### src/rtl/bin_to_bcd_seq_pkg.sv
// Shared types and constants for the sequential binary-to-BCD converter.
package bin_to_bcd_seq_pkg;

  localparam int BCD_DIGIT_W = 4;
  localparam int BCD_MAX_W   = 64;  // widest packed BCD the helpers can describe (16 digits)

  typedef enum logic {
    IDLE  = 1'b0,
    SHIFT = 1'b1
  } state_t;

  function automatic int clog2_f(input int value);
    int r;
    r = 0;
    while ((1 << r) < value) r++;
    return r;
  endfunction

  // Saturation pattern shown when the value does not fit in the available digits.
  function automatic logic [BCD_MAX_W-1:0] all_nines(input int digits);
    logic [BCD_MAX_W-1:0] r;
    r = '0;
    for (int i = 0; i < digits; i++) r[i*BCD_DIGIT_W +: BCD_DIGIT_W] = 4'd9;
    return r;
  endfunction

endpackage

### src/rtl/bin_to_bcd_seq_if.sv
// Start/busy/done handshake and result bus of the binary-to-BCD converter.
interface bin_to_bcd_seq_if #(
  parameter int BIN_WIDTH = 16,
  parameter int DIGITS    = 4
);
  // start is sampled on every rising clk; it is accepted only while busy=0, and
  // bin is captured on that accept edge alone. done pulses for one cycle when
  // bcd/overflow change; both hold their value until the next done.
  logic                  start;
  logic [BIN_WIDTH-1:0]  bin;
  logic                  busy;
  logic                  done;
  logic [4*DIGITS-1:0]   bcd;
  logic                  overflow;

  modport master (output start, bin, input busy, done, bcd, overflow);
  modport slave  (input start, bin, output busy, done, bcd, overflow);
endinterface

### src/rtl/bin_to_bcd_seq_bcd_add3_digit.sv
// One double-dabble correction cell: a BCD digit of 5 or more gets 3 added.
module bcd_add3_digit (
  input  logic [3:0] din,
  output logic [3:0] dout
);
  assign dout = (din >= 4'd5) ? din + 4'd3 : din;
endmodule

### src/rtl/bin_to_bcd_seq.sv
// Shift-and-add-3 binary-to-BCD converter, one input bit per clock, with the
// committed result held stable between conversions.
module bin_to_bcd_seq
  import bin_to_bcd_seq_pkg::*;
#(
  parameter int BIN_WIDTH = 16,
  parameter int DIGITS    = 4
) (
  input  logic              clk,
  input  logic              rst,
  bin_to_bcd_seq_if.slave   bus,
  output state_t            state_dbg
);

  localparam int BCD_W = BCD_DIGIT_W * DIGITS;
  localparam int CNT_W = clog2_f(BIN_WIDTH + 1);
  localparam logic [BCD_MAX_W-1:0] SAT_FULL = all_nines(DIGITS);
  localparam logic [BCD_W-1:0]     SAT      = SAT_FULL[BCD_W-1:0];

  state_t               state_q;
  logic [BIN_WIDTH-1:0] shift_q;
  logic [BCD_W-1:0]     work_q;
  logic                 sticky_q;
  logic [CNT_W-1:0]     cnt_q;
  logic [BCD_W-1:0]     bcd_q;
  logic                 ovf_q;
  logic                 done_q;
  logic                 busy_q;

  logic [BCD_W-1:0]     adj;
  logic [BCD_W-1:0]     work_next;
  logic [BIN_WIDTH-1:0] shift_next;
  logic                 sticky_next;

  for (genvar g = 0; g < DIGITS; g++) begin : g_add3
    bcd_add3_digit u_add3 (
      .din  (work_q[g*BCD_DIGIT_W +: BCD_DIGIT_W]),
      .dout (adj[g*BCD_DIGIT_W +: BCD_DIGIT_W])
    );
  end

  // Corrected digits and the binary remainder shift left as one long register.
  assign work_next   = {adj[BCD_W-2:0], shift_q[BIN_WIDTH-1]};
  assign shift_next  = {shift_q[BIN_WIDTH-2:0], 1'b0};
  assign sticky_next = sticky_q | adj[BCD_W-1];

  always_ff @(posedge clk or posedge rst) begin
    if (rst) begin
      state_q  <= IDLE;
      shift_q  <= '0;
      work_q   <= '0;
      sticky_q <= 1'b0;
      cnt_q    <= '0;
      bcd_q    <= '0;
      ovf_q    <= 1'b0;
      done_q   <= 1'b0;
      busy_q   <= 1'b0;
    end else begin
      done_q <= 1'b0;
      case (state_q)
        IDLE: begin
          if (bus.start) begin
            shift_q  <= bus.bin;
            work_q   <= '0;
            sticky_q <= 1'b0;
            cnt_q    <= CNT_W'(BIN_WIDTH);
            busy_q   <= 1'b1;
            state_q  <= SHIFT;
          end
        end
        SHIFT: begin
          shift_q  <= shift_next;
          work_q   <= work_next;
          sticky_q <= sticky_next;
          cnt_q    <= cnt_q - CNT_W'(1);
          if (cnt_q == CNT_W'(1)) begin
            bcd_q   <= sticky_next ? SAT : work_next;
            ovf_q   <= sticky_next;
            done_q  <= 1'b1;
            busy_q  <= 1'b0;
            state_q <= IDLE;
          end
        end
        default: state_q <= IDLE;
      endcase
    end
  end

  assign bus.busy     = busy_q;
  assign bus.done     = done_q;
  assign bus.bcd      = bcd_q;
  assign bus.overflow = ovf_q;
  assign state_dbg    = state_q;

endmodule

### src/flat_wrapper.sv
// flat-port wrapper written by rule: the top's interface ports become plain ports
module bin_to_bcd_seq_flat import bin_to_bcd_seq_pkg::*;
#(
  parameter int BIN_WIDTH = 16,
  parameter int DIGITS    = 4
)
  (clk, rst, state_dbg, bus_start, bus_bin, bus_busy, bus_done, bus_bcd, bus_overflow);
  bin_to_bcd_seq_if #(.BIN_WIDTH(BIN_WIDTH), .DIGITS(DIGITS)) bus_i ();
  input  logic clk;
  input  logic rst;
  output state_t state_dbg;
  input wire logic [$bits(bus_i.start)-1:0] bus_start;
  input wire logic [$bits(bus_i.bin)-1:0] bus_bin;
  output wire logic [$bits(bus_i.busy)-1:0] bus_busy;
  output wire logic [$bits(bus_i.done)-1:0] bus_done;
  output wire logic [$bits(bus_i.bcd)-1:0] bus_bcd;
  output wire logic [$bits(bus_i.overflow)-1:0] bus_overflow;
  assign bus_i.start = bus_start;
  assign bus_i.bin = bus_bin;
  assign bus_busy = bus_i.busy;
  assign bus_done = bus_i.done;
  assign bus_bcd = bus_i.bcd;
  assign bus_overflow = bus_i.overflow;
  bin_to_bcd_seq #(.BIN_WIDTH(BIN_WIDTH), .DIGITS(DIGITS)) u_core (.clk(clk), .rst(rst), .bus(bus_i), .state_dbg(state_dbg));
endmodule
### config.mk
export PLATFORM = sky130hd
export DESIGN_NAME = bin_to_bcd_seq_flat
export DESIGN_NICKNAME = d
export VERILOG_FILES = /design/src/rtl/bin_to_bcd_seq_pkg.sv /design/src/rtl/bin_to_bcd_seq_if.sv /design/src/rtl/bin_to_bcd_seq_bcd_add3_digit.sv /design/src/rtl/bin_to_bcd_seq.sv /design/src/flat_wrapper.sv
export SDC_FILE = /design/constraint.sdc
export NUM_CORES = 1
export LEC_CHECK = 0
export BUFFER_PORTS_ARGS = -buffer_cell sky130_fd_sc_hd__buf_2
export CAP_MARGIN = 20
export CORE_UTILIZATION = 30
export DETAILED_ROUTE_END_ITERATION = 10
export PLACE_DENSITY = 0.53
export SLEW_MARGIN = 20
export SYNTH_ARGS = -nofsm -noshare
export SYNTH_HDL_FRONTEND = slang
export SYNTH_SLANG_ARGS = --single-unit
### constraint.sdc
create_clock -name clk -period 3.1 [get_ports clk]
set_input_delay 0.62 -clock clk [delete_from_list [all_inputs] [get_ports clk]]
set_output_delay 0.62 -clock clk [all_outputs]
set_load 0.005 [all_outputs]
# [Yosys cells after proc, flatten, opt, wreduce, memory -nomap -nowiden]
# Index checks and enable logic that the tools add are counted.
[classes] add_sub_neg=5 order_cmp=4 n_eq_ne=3 n_mux=21 bitwise=2 reduce_logical=2
[ops] cell="16-bit one-hot mux with 2 select lines" n=2
[ops] cell="16-bit two-way mux" n=3
[ops] cell="4-bit by 2-bit adder with 4-bit output (second input constant)" n=4
[ops] cell="4-bit by 3-bit >= comparator with 1-bit output (second input constant)" n=4
[ops] cell="4-bit two-way mux" n=4
[ops] cell="5-bit one-hot mux with 2 select lines" n=1
[ops] cell="1-bit two-way mux" n=7
[ops] cell="1-bit one-hot mux with 2 select lines" n=3
[ops] cell="5-bit by 1-bit equality test with 1-bit output (second input constant)" n=1
[ops] cell="5-bit two-way mux" n=1
[ops] cell="5-bit by 1-bit subtractor with 5-bit output (second input constant)" n=1
[ops] cell="2-bit != test (second input constant)" n=2
[ops] cell="2-bit AND reduction" n=2
[ops] cell="1-bit NOT" n=1
[ops] cell="1-bit bitwise OR" n=1
[word_totals] ff_bits=58 input_bits=19 out_inout_bits=20

# [Depth between registers and ports, before layout]
# Gate-level depths: netlist of run 1.
[logic_depth] word_depth=4 depth_mapped=7

# [Modules after synthesis]
# Synthesis of run 1 repeated with hierarchy kept, for this count alone.
[hier_totals] hier_cells=271 hier_area_um2=2845.2
[by_module_without_submodules] module="bin_to_bcd_seq" n_inst=1 cells_per_inst=207 area_each_um2=2439.8 seq_area_each_um2=1451.4
[by_module_without_submodules] module="bcd_add3_digit" n_inst=4 cells_per_inst=16 area_each_um2=101.3 seq_area_each_um2=0.0

# [Worst setup path after synthesis of run 1]
# Ideal clock, no wire load.
[synth_timing] kind="reg2reg" startpoint="register u_core.work_q[13]" endpoint="register u_core.bcd_q[15] (netlist: u_core.bus.bcd[15])" arrival_time_ps=1455 t_required_ps=2955 slack_ps=1500 stages_incl_launch_ff=7 path_buffers=0 period_less_slack_ps=1600 cell_sequence="dfrtp_1 > inv_1 > ha_1 > nand2b_1 > nor3b_2 > a211oi_2 > a31oi_1"
[synth_via] elab_chain_cells=4 elab_cells_between_ends=5 classes_between="1 x add/sub; 1 x order compare; 2 x mux; 1 x bitwise"
[synth_rtl] element="start, declared" line_no="bin_to_bcd_seq.sv:22" rtl="logic [BCD_W-1:0] work_q;"
[synth_rtl] element="start signal, assigned" line_no="bin_to_bcd_seq.sv:73" rtl="work_q <= work_next;"
[synth_rtl] element="4-bit by 2-bit adder with 4-bit output / 4-bit by 3-bit >= comparator with 1-bit output (equally long branches)" line_no="bin_to_bcd_seq_bcd_add3_digit.sv:6" rtl="assign dout = (din >= 4'd5) ? din + 4'd3 : din;"
[synth_rtl] element="4-bit two-way mux (*)" line_no="bin_to_bcd_seq_bcd_add3_digit.sv:6"
[synth_rtl] element="1-bit bitwise OR" line_no="bin_to_bcd_seq.sv:45" rtl="assign sticky_next = sticky_q | adj[BCD_W-1];"
[synth_rtl] element="16-bit two-way mux (*)" line_no="bin_to_bcd_seq.sv:77" rtl="bcd_q <= sticky_next ? SAT : work_next;"
[synth_rtl] element="end signal, assigned" line_no="bin_to_bcd_seq.sv:77"
[synth_rtl] element="end, declared" line_no="bin_to_bcd_seq.sv:25" rtl="logic [BCD_W-1:0] bcd_q;"
# Every way passes the cells marked *; elsewhere a longest branch is shown, timed or not.
# A chain may end at the register's enable or synchronous reset.

# [Worst setup path in the final report of run 1]
[layout_timing] startpoint="register u_core.work_q[12]" endpoint="register u_core.bcd_q[15] (netlist: u_core.bus.bcd[15])"
# The elaborated chain is that of the path after synthesis.

==> impl_metrics.json, run 1 <==
{
  "p_per_area_nw_per_um2": 991,
  "pre_cts_slack_ns": 1.19,
  "seq_area_frac_synth_pct": 53.0,
  "startpoint": "u_core.work_q[12]$_DFFE_PP0P_",
  "cts_buffers": 9,
  "crit_arrival_ns": 2.08,
  "synth.distinct_cells": 29,
  "worstSetupEndpoint": "u_core.bus.bcd[15]$_DFFE_PP0P_",
  "hp-class": "flop to flop",
  "clk_path_buf_depth": 2,
  "area_delta_synth_final_pct": 18.3,
  "maxSlewHeadroom_pct": 38.4,
  "drc": 0,
  "clk_pin_slew_worst_paths_ns": 0.06,
  "core_um2": 8760,
  "cts_resized": 0,
  "cts_hold_buf": 0,
  "setup_tns_ns": 0,
  "finalWirelength_um": 5750,
  "portBuffers": 38,
  "synthFlopType": "dfrtp_1",
  "p_sw_mw": 1.19,
  "clock_sinks": 58,
  "grt_pass1_vias": 2080,
  "vias": 2074,
  "p_seq_share_pct": 40.4,
  "crit_path_max_fanout": 9,
  "multiInputGateArea_um2": 1170,
  "yosys_warnings": 0,
  "antenna_found_initial": 0,
  "met3WireLength_um": 275,
  "diodes": 0,
  "die_area_um2": 9510,
  "post-dp-hpwl_um": 3970,
  "overflow": 0,
  "syn_nets": 301,
  "start_kind": "flop",
  "die_h_um": 97.5,
  "met1Wirelength_um": 2630,
  "regArea_um2": 1450,
  "fin_total_pwr_mw": 3.21,
  "vias_per_cell": 4.88,
  "grt_start_max_net_pins": 45,
  "drv_cap": 0,
  "ff2ff_path_depth": 6,
  "p_leak_nw": 1.47,
  "routed.top_layer": "met4",
  "rr_startpoint": "u_core.work_q[12]$_DFFE_PP0P_",
  "synth.cell_area_um2": 2740,
  "worst_slew_pin_slew_ns": 0.923,
  "critPathKind": "flop to flop",
  "drt_iter0_markers": 63,
  "ant_nets": 0,
  "setup_ws_ns": 1.21,
  "post_cts_buffers": 0,
  "routedWlPerCell_um": 13.5,
  "grt_pass1_wl_um": 9830,
  "r2r_end": "u_core.bus.bcd[15]$_DFFE_PP0P_",
  "drive_above_1_share_pct": 20.8,
  "finalCritPeriodShare_pct": 61.1,
  "ys_ff_latch": 58,
  "reg2reg_slack_ns": 1.21,
  "worstPathRequired_ns": 3.28,
  "dp.cells": 409,
  "gp_congestion": 0.773,
  "final_cells": 425,
  "max-vdd-ir-drop_mv": 0.360,
  "avgSynthCellArea_um2": 10.1,
  "final_max_slew_viol_count": 0,
  "cts_tree": "done",
  "cts_root_buf": "clkbuf_8",
  "switching_share_pct": 37.1,
  "synthCells": 272,
  "p_clk_share_pct": 21.9,
  "row_count": 34,
  "synth_edf_count": 0,
  "fin_nets": 341,
  "fillers": 902,
  "p_comb_share_pct": 37.8,
  "synth_async_sr_flop_share_pct": 100,
  "finalClockSkew_ns": 0.00604,
  "h-tree-depth": 3,
  "intPower_mw": 2.02,
  "clock.fmax_mhz": 528,
  "track_usage_pct": 13.1,
  "met2WireLength_um": 2820,
  "drtPass1Iterations": 4,
  "hold_viol_final": 0,
  "start_util_pct": 31.2,
  "clock_latency_ns": 0.34,
  "rsz0062_at_grt": "false",
  "setup_violations": 0,
  "fin_crit_ns": 1.89,
  "die_w_um": 97.5,
  "ios": 39,
  "setup.worst_path.end_class": "flop",
  "status": "finished, final reports clean"
}
placed cells by master, fill, tap and decap left out, drive strengths merged:
master,count
dfrtp,58
nand2,47
buf,44
o21ai,23
o22ai,17
mux2i,16
a21oi,15
nor2,15
clkbuf,14
inv,12
ha,10
o31ai,9
nor3b,8
a31oi,7
xnor2,5
nand2b,4
mux2,4
clkinv,2
o2bb2ai,1
o22a,1
a211oi,1
nand4b,1
nor3,1
a211o,1
bufinv,1
critical path, cell delays in order (launching register included):
cell      delay (ns)
dfrtp_1         0.44
inv_1           0.12
ha_1            0.19
nand2b_1        0.08
nor3b_2         0.18
a211oi_2        0.56
a31oi_1         0.18
final cells by class:
type | count | area share (%)
inverters | 13 | 1.51
well taps | 108 | 4.17
flip-flops and latches | 58 | 44.8
clock inverters | 2 | 1.08
clock buffers | 14 | 5.02
repair buffers | 44 | 7.26
multi-input cells | 186 | 36.1
Yosys cell counts (all sizes together) (4+ instances only):
library cell,n,area [µm²]
nand2b,4,25.0
nor3b,8,65.1
o31ai,9,67.6
a21oi,15,75.1
nand2,47,176
mux2,4,45.0
nor2,15,56.3
mux2i,16,160
dfrtp,58,1450
o21ai,23,126
a31oi,7,43.8
clkbuf,5,18.8
ha,10,125
buf,10,47.5
inv,12,45.0
xnor2,5,43.8
o22ai,17,106
worst min-delay path by stage:
| stage | depth (start not counted) | from | endpoint |
|---|---|---|---|
| floorplan | 2 | u_core.shift_q[12]$_DFFE_PP0P_ | u_core.shift_q[13]$_DFFE_PP0P_ |
| global placement | 2 | u_core.bus.bcd[6]$_DFFE_PP0P_ | u_core.bus.bcd[6]$_DFFE_PP0P_ |
| detailed placement | 2 | u_core.shift_q[13]$_DFFE_PP0P_ | u_core.shift_q[14]$_DFFE_PP0P_ |
| CTS | 2 | u_core.bus.bcd[6]$_DFFE_PP0P_ | u_core.bus.bcd[6]$_DFFE_PP0P_ |
| global route | 2 | u_core.shift_q[13]$_DFFE_PP0P_ | u_core.shift_q[14]$_DFFE_PP0P_ |
| finish | 2 | u_core.bus.bcd[6]$_DFFE_PP0P_ | u_core.bus.bcd[6]$_DFFE_PP0P_ |
stage by stage:
step	hold slack [ns]	utilization [%]	cell area [µm²]
finish	0.474	37.0	3240
global route	0.502	37.0	3240
CTS	0.480	37.0	3240
detailed placement	0.465	34.7	3040
global placement	0.466	34.7	3040
floorplan	0.449	-	2740
flip-flops by register name, indices dropped and copies added, names as in the netlist:
| signal | count |
|---|---|
| u_core.state_dbg | 1 |
| u_core.sticky_q | 1 |
| u_core.bus.busy | 1 |
| u_core.bus.overflow | 1 |
| u_core.cnt_q | 5 |
| u_core.bus.done | 1 |
| u_core.bus.bcd | 16 |
| u_core.work_q | 16 |
| u_core.shift_q | 16 |
cells by family after synthesis:
group,count (synthesis),synth area share [%]
and+or+nand+nor,76,12.3
AOI/OAI and AO/OA,75,16.8
DFF,58,53.0
buffers and inverters,28,4.21
muxes,20,7.50
adders and majority gates,10,4.57
xor gates and xnor gates,5,1.60
power groups by stage:
stage	clock, mW	combinational [mW]	sequential (mW)
after global routing	0.761	1.41	1.34
final	0.702	1.21	1.30
after detailed placement	0	1.23	1.31
after floorplan	0	0.904	1.26
after global placement	0	1.20	1.31
after CTS	0.730	1.23	1.30
metal layers:
metal  vias to the layer above  global-route usage [%]
met1                       994                    15.5
met3                         4                    5.25
li1                       1033                       -
met4                         0                    3.39
met5                         -                       0
met2                        43                    22.0
Note: power is estimated with default switching activity, not from simulation.
==> run 2: changes to the inputs <==
Settings changed: ABC_AREA set to 1.
Clock period 3.1 ns to 1.9 ns, I/O delays scaled along.
==> run 2 against run 1 <==
Sequential share of layout area fell by 1.5 points; design area rose by 3.4%; sequential power rose by 65%; wire length grew 3.7%; power grew 83%; via count increased by 9.6%; flip-flop and latch count is the same; fmax increased by 17%; worst hold slack worse by 0.39 ns; worst setup slack worse by 0.92 ns; critical path depth is 3 higher; register-to-register slack got worse by 0.92 ns.
==> impl_metrics.json, run 2 <==
{
  "ys_top_cells_by_count": "nand2_1 (133), dfrtp_1 (58), nand3_1 (37)",
  "setup.worst_path.end_class": "flop",
  "met2_usage_pct": 21.2,
  "grt.busiest_layer": "met2",
  "start_kind": "flop",
  "grt_pass1_wl_um": 10100,
  "rr_startpoint": "u_core.work_q[12]$_DFFE_PP0P_",
  "vias": 2274,
  "diodes": 0,
  "use_met3_pct": 3.90,
  "worstPathRequired_ns": 2.12,
  "hp-class": "primary input to async pin",
  "critPathKind": "flop to flop",
  "crit_arrival_ns": 1.84,
  "post_cts_buffers": 0,
  "synthCells": 338,
  "seq_area_frac_synth_pct": 51.8,
  "ant_nets": 0,
  "die_w_um": 98.7,
  "synthFlopType": "dfrtp_1",
  "die_area_um2": 9740,
  "drive_above_1_share_pct": 18.4,
  "yosys.area.top_type": "dfrtp_1",
  "drt_iter0_markers": 132,
  "clock.fmax_mhz": 619,
  "track_usage_pct": 13.2,
  "clock_sinks": 58,
  "start_util_pct": 31.5,
  "portBuffers": 38,
  "p_sw_mw": 2.29,
  "vias_per_cell": 4.60,
  "final_common_cell": "nand2_1",
  "setup_violations": 0,
  "cts_root_buf": "clkbuf_8",
  "yosys_warnings": 0,
  "clk_pin_slew_worst_paths_ns": 0.07,
  "synth.area.top_cells": "dfrtp_1 (52%), nand2_1 (18%), nand3_1 (6.6%)",
  "setup_tns_ns": 0,
  "cts_resized": 0,
  "synth_edf_count": 0,
  "cts_buffers": 9,
  "fillers": 922,
  "final_max_slew_viol_count": 0,
  "ys_ff_latch": 58,
  "p_leak_nw": 1.78,
  "netlist.area_leader.share_pct": 51.8,
  "row_count": 34,
  "synth_async_sr_flop_share_pct": 100,
  "p_seq_share_pct": 36.4,
  "synth.distinct_cells": 24,
  "avgSynthCellArea_um2": 8.30,
  "fin_util_pct": 37.6,
  "reg2reg_slack_ns": 0.29,
  "ios": 39,
  "grt_start_max_net_pins": 59,
  "startpoint": "u_core.work_q[12]$_DFFE_PP0P_",
  "grt_util_met1_pct": 16.8,
  "overflow": 0,
  "hold_viol_final": 0,
  "antenna_found_initial": 0,
  "status": "finished, final reports clean",
  "cts_hold_buf": 0,
  "core_um2": 8890,
  "finalWirelength_um": 5970,
  "area_delta_synth_final_pct": 19.4,
  "routedWlPerCell_um": 12.1,
  "synth.cell_area_um2": 2800,
  "clk_path_buf_depth": 2,
  "fin_total_pwr_mw": 5.87,
  "multiInputGateArea_um2": 1130,
  "intPower_mw": 3.58,
  "switching_share_pct": 39.0,
  "finalClockSkew_ns": 0.00643,
  "die_h_um": 98.7,
  "max-vdd-ir-drop_mv": 0.537,
  "rsz0062_at_grt": "false",
  "syn_nets": 367,
  "final_cell_mix": "nand2_1 (133), dfrtp_1 (58), buf_2 (38)",
  "clock_latency_ns": 0.34,
  "drc": 0,
  "drtPass1Iterations": 4,
  "worst_slew_pin_slew_ns": 0.380,
  "maxSlewHeadroom_pct": 74.7,
  "synth.most_common_cell": "nand2_1",
  "post-dp-hpwl_um": 3960,
  "fin_nets": 410,
  "gp_congestion": 0.861,
  "p_per_area_nw_per_um2": 1750,
  "crit_path_max_fanout": 14,
  "fin_crit_ns": 1.61,
  "finalCritPeriodShare_pct": 85.0,
  "h-tree-depth": 3,
  "regArea_um2": 1450,
  "grt_pass1_vias": 2177,
  "p_comb_share_pct": 39.1,
  "cts_tree": "done",
  "p_clk_share_pct": 24.6,
  "drv_cap": 0
}
## run 2: kinds of logic after synthesis
group | Yosys count | share of synthesized area (%)
DFF | 58 | 51.8
buffers and inverters | 48 | 7.99
adders and majority gates | 10 | 4.46
and+or+nand+nor | 181 | 27.3
AOI/OAI and AO/OA | 41 | 8.52
## run 2: per-stage QoR
stage | setup WS [ns] | hold WS (ns) | std cells | area [µm²]
2_1_floorplan | 0.0920 | 0.452 | 338 | 2800
3_3_place_gp | 0.336 | 0.462 | 478 | 3100
3_5_place_dp | 0.293 | 0.465 | 478 | 3100
4_1_cts | 0.267 | 0.101 | 494 | 3350
5_1_grt | 0.123 | 0.119 | 494 | 3350
6_report | 0.286 | 0.0868 | 494 | 3350
## run 2: per-layer routing
layer / routed length [µm] / vias to the layer above
met5: 0 / -
met1: 2870 / 1052
met2: 2740 / 50
met4: 65 / 0
met3: 296 / 8
li1: - / 1164
## run 2: final timing paths
check                                            endpoint  depth (start not counted)
setup / recovery            u_core.bus.bcd[3]$_DFFE_PP0P_                          9
hold / removal               u_core.work_q[0]$_DFFE_PP0P_                          3
min in group clk            u_core.shift_q[9]$_DFFE_PP0P_                          3
max in group asynchronous  u_core.bus.bcd[15]$_DFFE_PP0P_                          3
setup reg to reg            u_core.bus.bcd[3]$_DFFE_PP0P_                          9
hold reg to reg             u_core.bus.bcd[2]$_DFFE_PP0P_                          2
## run 2: power by group through the flow
stage	clock network, mW	logic [mW]	registers [mW]
6_report	1.44	2.29	2.14
5_1_grt	1.54	2.68	2.21
4_1_cts	1.48	2.34	2.14
3_5_place_dp	0	2.34	2.15
3_3_place_gp	0	2.29	2.15
2_1_floorplan	0	1.75	2.10
## run 2: cell type report
class                           count  share of cell area (%)
Sequential cell                    58                    43.4
Multi-Input combinational cell    232                    33.7
Timing Repair Buffer               43                    7.18
Clock buffer                       11                    4.52
Inverter                           37                    4.19
Tap cell                          108                    4.04
Clock inverter                      5                    2.99
## run 2: critical path, cell delays in order, from the launching register on
cell and delay [ns]:
dfrtp_1 0.42, inv_1 0.11, ha_1 0.15, inv_1 0.07
o21ai_4 0.17, nor2_2 0.07, nor2_4 0.29, nand2_1 0.09
nand2_1 0.07, nand2_1 0.05
==> run 3: changes to the inputs <==
Settings changed: PLACE_DENSITY 0.53 to 0.55.
Clock period 1.9 ns to 1.36 ns, I/O delays scaled along.
==> run 3 against run 2 <==
The flow now finishes with violations (setup timing); via count grew 9.4%; fmax grew 9.3%; combinational power grew 120%; wire length grew 14%; design area grew 16%; clock skew grew 0.0010 ns; sequential power grew 39%; largest power group unchanged; highest routed layer unchanged.
==> impl_metrics.json, run 3 (synthesis gave the netlist of run 2 again) <==
{
  "rsz0062_at_grt": "true",
  "track_usage_pct": 14.7,
  "crit_arrival_ns": 1.72,
  "fin_nets": 445,
  "vias": 2488,
  "worstPathRequired_ns": 1.60,
  "post-dp-hpwl_um": 4380,
  "h-tree-depth": 3,
  "maxSlewHeadroom_pct": 75.6,
  "overflow": 0,
  "setup_violations": 16,
  "critPathKind": "flop to flop",
  "ant_nets": 0,
  "clock_sinks": 58,
  "max-vdd-ir-drop_mv": 0.662,
  "drtPass1Iterations": 4,
  "portBuffers": 38,
  "setup_ws_ns": -0.118,
  "clk_path_buf_depth": 2,
  "vias_per_cell": 4.70,
  "final_common_cell": "nand2_1",
  "die_w_um": 98.7,
  "routedWlPerCell_um": 12.9,
  "p_per_area_nw_per_um2": 2470,
  "row_count": 34,
  "grt_pass1_wl_um": 11100,
  "timing.hold.ws_ns": 0.123,
  "hp-class": "primary input to flop",
  "worst_slew_pin_slew_ns": 0.365,
  "clock_latency_ns": 0.35,
  "start_util_pct": 31.5,
  "gp_congestion": 0.785,
  "cts_root_buf": "clkbuf_8",
  "die_h_um": 98.7,
  "diodes": 0,
  "drc": 0,
  "use_met3_pct": 3.76,
  "cts_tree": "done",
  "grt.busiest_layer": "met2",
  "hold_viol_final": 0,
  "fin_util_pct": 43.7,
  "drv_cap": 0,
  "pre_cts_slack_ns": -0.0903,
  "start_kind": "flop",
  "clk_pin_slew_worst_paths_ns": 0.07,
  "cts_buffers": 9,
  "drive_above_1_share_pct": 37.5,
  "grt_pass1_vias": 2406,
  "grt_start_max_net_pins": 31,
  "finalCritPeriodShare_pct": 109,
  "clock.fmax_mhz": 677,
  "status": "complete, but fails checks",
  "violations": "setup timing",
  "p_leak_nw": 1.97,
  "fillers": 867,
  "finalWirelength_um": 6800,
  "grt_util_met1_pct": 18.5,
  "met2_usage_pct": 23.3,
  "drt_iter0_markers": 51,
  "final_cell_mix": "nand2_1 (117), dfrtp_1 (56), buf_2 (38)",
  "fin_total_pwr_mw": 9.61,
  "crit_path_max_fanout": 3,
  "setup.worst_path.end_class": "flop",
  "die_area_um2": 9740,
  "fin_crit_ns": 1.48,
  "ios": 39,
  "core_um2": 8890,
  "final_max_slew_viol_count": 0,
  "finalClockSkew_ns": 0.00747,
  "area_delta_synth_final_pct": 38.6,
  "antenna_found_initial": 0
}
[run 3: cell count changes in the layout (fill, tap and decap cells not counted), moves of 8 or more]
cell / change
o21ai_0: -14
nand3_2: +10
buf_4: +28
nand3_1: -14
nand2_1: -16
inv_1: -9
nand2_2: +12
o21ai_1: +8
[run 3: path summary, 6_finish.rpt]
kind / start / to / slack [ns] / depth (start not counted)
setup / recovery: u_core.work_q[12]$_DFFE_PP0P_ / u_core.bus.bcd[13]$_DFFE_PP0P_ / -0.12 / 11
hold / removal: bus_bin[5] / u_core.shift_q[5]$_DFFE_PP0P_ / 0.12 / 3
setup reg to reg: u_core.work_q[12]$_DFFE_PP0P_ / u_core.bus.bcd[13]$_DFFE_PP0P_ / -0.12 / 11
hold reg to reg: u_core.bus.bcd[9]$_DFFE_PP0P_ / u_core.bus.bcd[9]$_DFFE_PP0P_ / 0.47 / 2
max in group asynchronous: rst / u_core.work_q[8]$_DFFE_PP0P_ / 0.44 / 4
min in group asynchronous: rst / u_core.shift_q[2]$_DFFE_PP0P_ / 0.44 / 3
[run 3: cell type report]
cell class	count	area, µm²	area share (%)
inverter	37	151	3.90
sequential	58	1450	37.4
timing repair buffer	78	568	14.6
multi-input combinational	232	1390	35.7
tap	108	135	3.48
clock buffer	12	165	4.25
clock inverter	4	25.0	0.644
[run 3: power breakdown]
| part | internal [mW] | switching, mW |
|---|---|---|
| Clock | 0.803 | 0.736 |
| Sequential | 2.50 | 0.485 |
| Combinational | 2.24 | 2.85 |
| Total | 5.54 | 4.07 |
[run 3: per-stage QoR]
step	setup TNS (ns)	cells	cell area (µm²)
CTS	-0.761	525	3650
global placement	-0.296	503	3320
floorplan	-0.0165	338	2810
finish	-1.19	529	3890
global route	-3.11	529	3890
detailed placement	-0.856	503	3320
[run 3: repair_timing]
item	4_1_cts	5_1_grt
endpoints found under the hold margin	12	0
setup buffers	4	5
pin swaps	5	14
gates resized for setup	23	66
hold buffers	1	0
setup endpoints to repair	23	30
gates cloned	1	0
[run 3: worst max-delay path, cell delays in order (launching register included)]
cell and delay [ns]:
dfrtp_1 0.41, inv_2 0.09, ha_4 0.15, inv_4 0.04, o21ai_4 0.16, buf_6 0.12, buf_6 0.10, nand2_4 0.04
nand2_1 0.05, nand2_1 0.06, nand3_1 0.10, nand2_1 0.05
[run 3: metal layers]
layer	wire length (µm)	part of all wire [%]
met1	3170	47
met2	3180	47
met3	300	4.4
met4	156	2.3
met5	0	0
